`src/rtl/serial_add_pkg.sv`:
```
// Shared types and constants for the serial adder controller.
package serial_add_pkg;

    // Controller states; the unused encoding 2'd3 falls back to IDLE.
    typedef enum logic [1:0] {
        IDLE = 2'd0,
        RUN  = 2'd1,
        DONE = 2'd2
    } state_t;

    // Operand bits consumed per cycle by the adder slice.
    localparam int unsigned PAIR_BITS = 2;

endpackage

```
`src/rtl/serial_add_ctrl_slice.sv`:
```
// Combinational 2-bit full adder slice driven by the serial controller.
module add2_slice (
    input  logic [1:0] A,
    input  logic [1:0] B,
    input  logic       Cin,
    output logic [1:0] S,
    output logic       Cout
);

    logic c_mid;

    // Two ripple-connected full-adder bits.
    always_comb begin
        S[0]  = A[0] ^ B[0] ^ Cin;
        c_mid = (A[0] & B[0]) | (A[0] & Cin) | (B[0] & Cin);
        S[1]  = A[1] ^ B[1] ^ c_mid;
        Cout  = (A[1] & B[1]) | (A[1] & c_mid) | (B[1] & c_mid);
    end

endmodule

```
`src/rtl/serial_add_ctrl.sv`:
```
// Serial two-bits-per-cycle adder controller.
// Optional feature: define SERIAL_ADD_OVF_EN to add the signed-overflow output Ovf.
module serial_add_ctrl
    import serial_add_pkg::*;
#(
    parameter int unsigned WIDTH = 8
) (
    input  logic             CLK,
    input  logic             RST,
    input  logic             Start,
    input  logic [WIDTH-1:0] OpA,
    input  logic [WIDTH-1:0] OpB,
    input  logic             Cin,
    output logic             Busy,
    output logic             Done,
    output logic [WIDTH-1:0] Sum,
    output logic             Cout
`ifdef SERIAL_ADD_OVF_EN
    ,
    output logic             Ovf
`endif
);

    localparam int unsigned N  = WIDTH / PAIR_BITS;
    localparam int unsigned CW = $clog2(N + 1);
    localparam logic [CW-1:0] LAST = CW'(N - 1);

    state_t state;
    state_t state_next;

    logic [CW-1:0]    count;
    logic             carry;
    logic [WIDTH-1:0] op_a;
    logic [WIDTH-1:0] op_b;
    logic [WIDTH-1:0] result_next;
    logic [1:0]       slice_s;
    logic             slice_cout;
    logic             last_pair;

`ifdef SERIAL_ADD_OVF_EN
    logic msb_a;
    logic msb_b;
`endif

    assign last_pair = (count == LAST);

    add2_slice u_slice (
        .A    (op_a[1:0]),
        .B    (op_b[1:0]),
        .Cin  (carry),
        .S    (slice_s),
        .Cout (slice_cout)
    );

    // The low pair of the partial result is never read again, so the
    // partial register only keeps the upper WIDTH-2 bits.
    generate
        if (WIDTH > PAIR_BITS) begin : g_wide
            logic [WIDTH-1:PAIR_BITS] partial;

            assign result_next = {slice_s, partial[WIDTH-1:PAIR_BITS]};

            // Shift finished pairs in from the MSB end while running.
            always_ff @(posedge CLK) begin
                if (RST) begin
                    partial <= '0;
                end else if (state == RUN) begin
                    partial <= result_next[WIDTH-1:PAIR_BITS];
                end
            end
        end else begin : g_narrow
            assign result_next = slice_s;
        end
    endgenerate

    // State register.
    always_ff @(posedge CLK) begin
        if (RST) begin
            state <= IDLE;
        end else begin
            state <= state_next;
        end
    end

    // Next-state logic.
    always_comb begin
        state_next = state;
        case (state)
            IDLE:    state_next = Start ? RUN : IDLE;
            RUN:     state_next = last_pair ? DONE : RUN;
            DONE:    state_next = Start ? RUN : IDLE;
            default: state_next = IDLE;
        endcase
    end

    // Busy and Done are flops decoded from the upcoming state.
    always_ff @(posedge CLK) begin
        if (RST) begin
            Busy <= 1'b0;
            Done <= 1'b0;
        end else begin
            Busy <= (state_next == RUN);
            Done <= (state_next == DONE);
        end
    end

    // Operand capture, per-pair shifting and result update on DONE entry.
    always_ff @(posedge CLK) begin
        if (RST) begin
            op_a  <= '0;
            op_b  <= '0;
            carry <= 1'b0;
            count <= '0;
            Sum   <= '0;
            Cout  <= 1'b0;
`ifdef SERIAL_ADD_OVF_EN
            msb_a <= 1'b0;
            msb_b <= 1'b0;
            Ovf   <= 1'b0;
`endif
        end else begin
            case (state)
                RUN: begin
                    op_a  <= op_a >> PAIR_BITS;
                    op_b  <= op_b >> PAIR_BITS;
                    carry <= slice_cout;
                    count <= count + CW'(1);
                    if (last_pair) begin
                        Sum  <= result_next;
                        Cout <= slice_cout;
`ifdef SERIAL_ADD_OVF_EN
                        Ovf  <= (msb_a == msb_b) && (result_next[WIDTH-1] != msb_a);
`endif
                    end
                end
                default: begin
                    if (Start) begin
                        op_a  <= OpA;
                        op_b  <= OpB;
                        carry <= Cin;
                        count <= '0;
`ifdef SERIAL_ADD_OVF_EN
                        msb_a <= OpA[WIDTH-1];
                        msb_b <= OpB[WIDTH-1];
`endif
                    end
                end
            endcase
        end
    end

endmodule

```
`config.mk`:
```
export PLATFORM = sky130hd
export DESIGN_NAME = serial_add_ctrl
export DESIGN_NICKNAME = d
export VERILOG_FILES = /design/src/rtl/serial_add_pkg.sv /design/src/rtl/serial_add_ctrl_slice.sv /design/src/rtl/serial_add_ctrl.sv
export SDC_FILE = /design/constraint.sdc
export NUM_CORES = 1
export LEC_CHECK = 0
export BUFFER_PORTS_ARGS = -buffer_cell sky130_fd_sc_hd__buf_2
export CAP_MARGIN = 0
export CORE_ASPECT_RATIO = 1.4
export CORE_MARGIN = 2
export CORE_UTILIZATION = 30
export CTS_BUF_LIST = sky130_fd_sc_hd__clkbuf_4 sky130_fd_sc_hd__clkbuf_8 sky130_fd_sc_hd__clkbuf_16
export CTS_CLUSTER_SIZE = 10
export DETAILED_ROUTE_END_ITERATION = 12
export GPL_TIMING_DRIVEN = 0
export PLACE_DENSITY = 0.6
export SLEW_MARGIN = 10
export SYNTH_ARGS = -nofsm -noshare
export SYNTH_HDL_FRONTEND = slang
export SYNTH_SLANG_ARGS = --single-unit
```
`constraint.sdc`:
```
create_clock -name CLK -period 1.9 [get_ports CLK]
set_input_delay 0.38 -clock CLK [delete_from_list [all_inputs] [get_ports CLK]]
set_output_delay 0.38 -clock CLK [all_outputs]
set_load 0.005 [all_outputs]
```
Word level (Yosys, flattened, before mapping):

Cells that the tools add are included.

* multiplexer cells: 11
* equality and inequality tests: 5
* $add $sub $neg: 1
* reductions and logical operators: 5
* bitwise operators: 14

Operator list (number)
* 6-bit 2-to-1 mux: 4
* 1-bit AND: 6
* 3-bit 2-to-1 mux: 2
* 2-bit by 1-bit == test with 1-bit output, second input constant: 2
* 2-bit == test, second input constant: 2
* 1-bit bitwise OR: 4
* 2-bit case mux with 2 select lines: 1
* 2-bit OR reduction: 2
* 1-bit bitwise XOR: 4
* 3-bit by 1-bit adder with 3-bit output, second input constant: 1
* 3-bit by 2-bit == test with 1-bit output, second input constant: 1
* 1-bit 2-to-1 mux: 3
* 2-bit logical NOT: 1
* 2-bit 2-to-1 mux: 1
* 2-bit AND reduction: 1
* 2-bit nonzero test: 1

* bits in registers: 39
* input bits: 20
* logic and storage cells: 48
* output and inout bits: 11

Logic depth before layout (Yosys ltp):

* depth after elaboration: 7
* gate-level depth with buffers: 6
* depth with buffers taken out: 5

Cells and area by module:

From an unflattened synthesis, not the netlist that was laid out.

* cell total of the unflattened synthesis: 176
* area total of the unflattened synthesis: 1625.3 µm²

Modules (own cells, without submodules)
* serial_add_ctrl: cells each 166, instances 1, seq. area each 780.7 µm², area an instance 1555.2 µm²
* add2_slice: cells each 10, instances 1, seq. area each 0.0 µm², area an instance 70.1 µm²

Worst setup path before layout:

Ideal clock, no wire load.

* path type: reg-to-reg
* start: register carry
* end: register Sum[7]
* setup time: 86 ps
* arrival: 1392 ps
* cell stages (with the launch flop): 5
* path slack: 423 ps
* required time: 1814 ps
* cells stage by stage: dfxtp_1 > inv_1 > fa_1 > fa_1 > a211oi_1

* longest elaborated chain between the ends: 4
* elaborated cells on any way between the ends: 5

Ends and longest elaborated chain
* start: declaration: line serial_add_ctrl.sv:32 `logic carry;`
* start signal: assignment: line serial_add_ctrl.sv:126 `carry <= slice_cout;`
* start signal: assignment: line serial_add_ctrl.sv:140 `carry <= Cin;`
* 1-bit AND: line serial_add_ctrl_slice.sv:15 `c_mid = (A[0] & B[0]) | (A[0] & Cin) | (B[0] & Cin);`
* 1-bit bitwise OR: line serial_add_ctrl_slice.sv:15
* 1-bit bitwise OR *: line serial_add_ctrl_slice.sv:15
* 1-bit bitwise XOR *: line serial_add_ctrl_slice.sv:16 `S[1] = A[1] ^ B[1] ^ c_mid;`
* end signal: assignment: line serial_add_ctrl.sv:129 `Sum <= result_next;`
* end: declaration: line serial_add_ctrl.sv:16 `output logic [WIDTH-1:0] Sum,`

Every way passes the cells marked *; elsewhere a longest branch is shown, timed or not.
A chain may end at the register's enable or synchronous reset.

Worst setup path in the final report:

Ends and elaborated chain as after synthesis.

==> results.json <==
{
  "worstPathArrival_ns": 1.78,
  "setup_ws_ns": 0.320,
  "area_growth_syn_to_layout_pct": 22.1,
  "path_clk_slew_ns": 0.08,
  "seqCellArea_sq_um": 781,
  "gp_congestion": 0.749,
  "synth_compound_area_frac": 0.139,
  "ys_warn_count": 0,
  "root_buffer": "clkbuf_8",
  "cp-end-kind": "flop",
  "cp_max_fo": 2,
  "fin_skew_ns": 0.00561,
  "status": "finished clean",
  "synth_top_family_by_area": "simple AND/OR/NAND/NOR gates",
  "seqPwrFrac": 0.500,
  "drive_gt1_frac": 0.221,
  "yosysUniqueCellTypes": 23,
  "crit_path_top_delay_cell": "fa_1",
  "p_switching_mw": 0.401,
  "postRouteAntennaNets": 0,
  "firstDrtPassIters": 4,
  "synth.area.top_cells": "dfxtp_1 50%, mux2i_1 10%, a211oi_1 8.2%",
  "netlist_area_sq_mm": 0.00156,
  "grt_max_degree": 13,
  "worstHoldPathType": "in2reg",
  "rows": 31,
  "start_kind": "flop",
  "grt.overflow.total": 0,
  "timing.fmax_mhz": 633,
  "dieWidth_um": 65,
  "clk_latency_ns": 0.28,
  "ys.flop_type": "dfxtp_1",
  "grt_pass1_vias": 1151,
  "max-vdd-ir-drop_mv": 0.473,
  "finish.utilization": 0.376,
  "ctsResizeCount": 0,
  "ys_ff_latch": 39,
  "top_level_ports": 31,
  "n_antenna_cell": 0,
  "p_comb_frac": 0.106,
  "syn_area_per_cell_sq_um": 9.36,
  "synth_mux_area_frac": 0.102,
  "drtIter0Drc": 53,
  "finalHoldViolations": 0,
  "fill_cells": 550,
  "relSlewSlack": 0.682,
  "cts_tree": "done",
  "p_per_area_mw_per_mm2": 928,
  "worstPathRequired_ns": 2.10,
  "yosysSeqAreaShare": 0.500,
  "setup_viol": 0,
  "multi_input_area_sq_um": 687,
  "antenna_found_initial": 0,
  "synthTopCellsByCount": "39 x dfxtp_1, 22 x nand2_1, 21 x nor2_1",
  "cts.sinks": 39,
  "path_buf_inv": 1,
  "cap_violations": 0,
  "critPathKind": "reg2reg",
  "leakage_nw": 0.806,
  "core_sq_mm": 0.00508,
  "dpl.cell_count": 262,
  "cts_setup_buffers": 0,
  "pre_cts_ws_ns": 0.329,
  "crit_path_frequent_cell": "fa_1",
  "synth_edf_count": 0,
  "slew_violations": 0,
  "cts_max_path_buffers": 2,
  "routed_wl_mm": 3.11,
  "cts_buffers": 5,
  "worstMarginPinSlew_ns": 0.477,
  "min_period_ns": 1.58,
  "placed_area_sq_mm": 0.00179,
  "fin_total_pwr_mw": 1.77,
  "dpl.hpwl_mm": 2.29,
  "finalInstanceArea_sq_mm": 0.00191,
  "portBuffers": 29,
  "start_util": 0.308,
  "min_period_over_period": 0.831,
  "rsz0062_at_grt": "false",
  "cts_hold_buf": 0,
  "fin_setup_tns_ns": 0,
  "finalNetCount": 227,
  "clockPowerShare": 0.394,
  "synth-xor-area-share": 0,
  "grt_pass1_wl_mm": 5.33,
  "cp_cell_sequence": "inv_1 > fa_1 > fa_1 > a211oi_1",
  "via_count": 1229,
  "crit_path_max_incr_delay_ns": 0.48,
  "cp_top_family": "adder cells",
  "synth_top_area_frac": 0.500,
  "synth-simple-area-share": 0.156,
  "yosysMostFrequentCell": "dfxtp_1",
  "yosys.area.top_type": "dfxtp_1",
  "synth_nets": 191,
  "vias_per_cell": 4.55,
  "die_h_um": 89.4,
  "htreeDepth": 2,
  "routedWlPerCell_um": 11.5,
  "synthCells": 167,
  "p_sw_frac": 0.226,
  "die-area_sq_mm": 0.00581,
  "route.detailed.drc": 0,
  "intPower_mw": 1.37,
  "ys_async_sr_fraction": 0,
  "hold_ws_ns": 0.383,
  "track_usage": 0.119,
  "fin_cells": 270,
  "synth_fa_ha_area_frac": 0.0416
}
power groups by stage:
stage          Clock, mW  Sequential [mW]  Combinational, mW
5_1_grt            0.760            0.890              0.214
4_1_cts            0.716            0.885              0.190
2_1_floorplan          0            0.898              0.135
3_3_place_gp           0            0.903              0.188
3_5_place_dp           0            0.904              0.190
6_report           0.699            0.885              0.188
logic make-up after synthesis:
logic type,count (synthesis)
fa+ha+maj,4
flops,39
buf+inv,19
simple gates,56
mux,16
compound gates,33
layer usage:
metal | wire [um] | track usage
met1 | 1480 | 0.158
met2 | 1470 | 0.185
met3 | 126 | 0.0315
met4 | 27 | 0.0464
met5 | 0 | 0
worst reg2reg max path: cells and delay by family (launching register included):
| family | cells | cell delay (ns) |
|---|---|---|
| compound gates | 1 | 0.22 |
| fa+ha+maj | 2 | 0.91 |
| buf+inv | 1 | 0.06 |
| flops | 1 | 0.31 |
final cells by class:
cell class / instances / share of cell area
inverter: 7 / 0.0138
multi-input combinational: 109 / 0.360
buffer: 12 / 0.0361
timing repair buffer: 29 / 0.0761
clock inverter: 2 / 0.0184
clock buffer: 6 / 0.0433
tap: 66 / 0.0433
sequential: 39 / 0.409
state kept, by name, indices dropped and copies added (netlist names):
register,cells
op_a,8
Cout,1
Busy,1
Done,1
op_b,8
state,2
count,3
carry,1
Sum,8
g_wide.partial,6
layout by cell type (no fill, tap or decap), drive strengths merged, types with 2 or more instances in the layout:
| cell | Yosys | routed |
|---|---|---|
| a211oi | 17 | 17 |
| a21oi | 13 | 13 |
| buf | 10 | 39 |
| clkbuf | 2 | 8 |
| dfxtp | 39 | 39 |
| fa | 2 | 2 |
| ha | 2 | 2 |
| inv | 7 | 7 |
| mux2i | 16 | 16 |
| nand2 | 22 | 22 |
| nand2b | 3 | 3 |
| nand3b | 3 | 3 |
| nor2 | 21 | 21 |
| nor3 | 4 | 4 |
final timing paths:
kind           from     end  slack [ns]  cells after the start
min             Cin   carry        0.38                      3
max reg2reg   carry  Sum[7]        0.32                      4
max           carry  Sum[7]        0.32                      4
min reg2reg  Sum[3]  Sum[3]        0.45                      2
No activity file was read; power rests on OpenSTA's default activity.
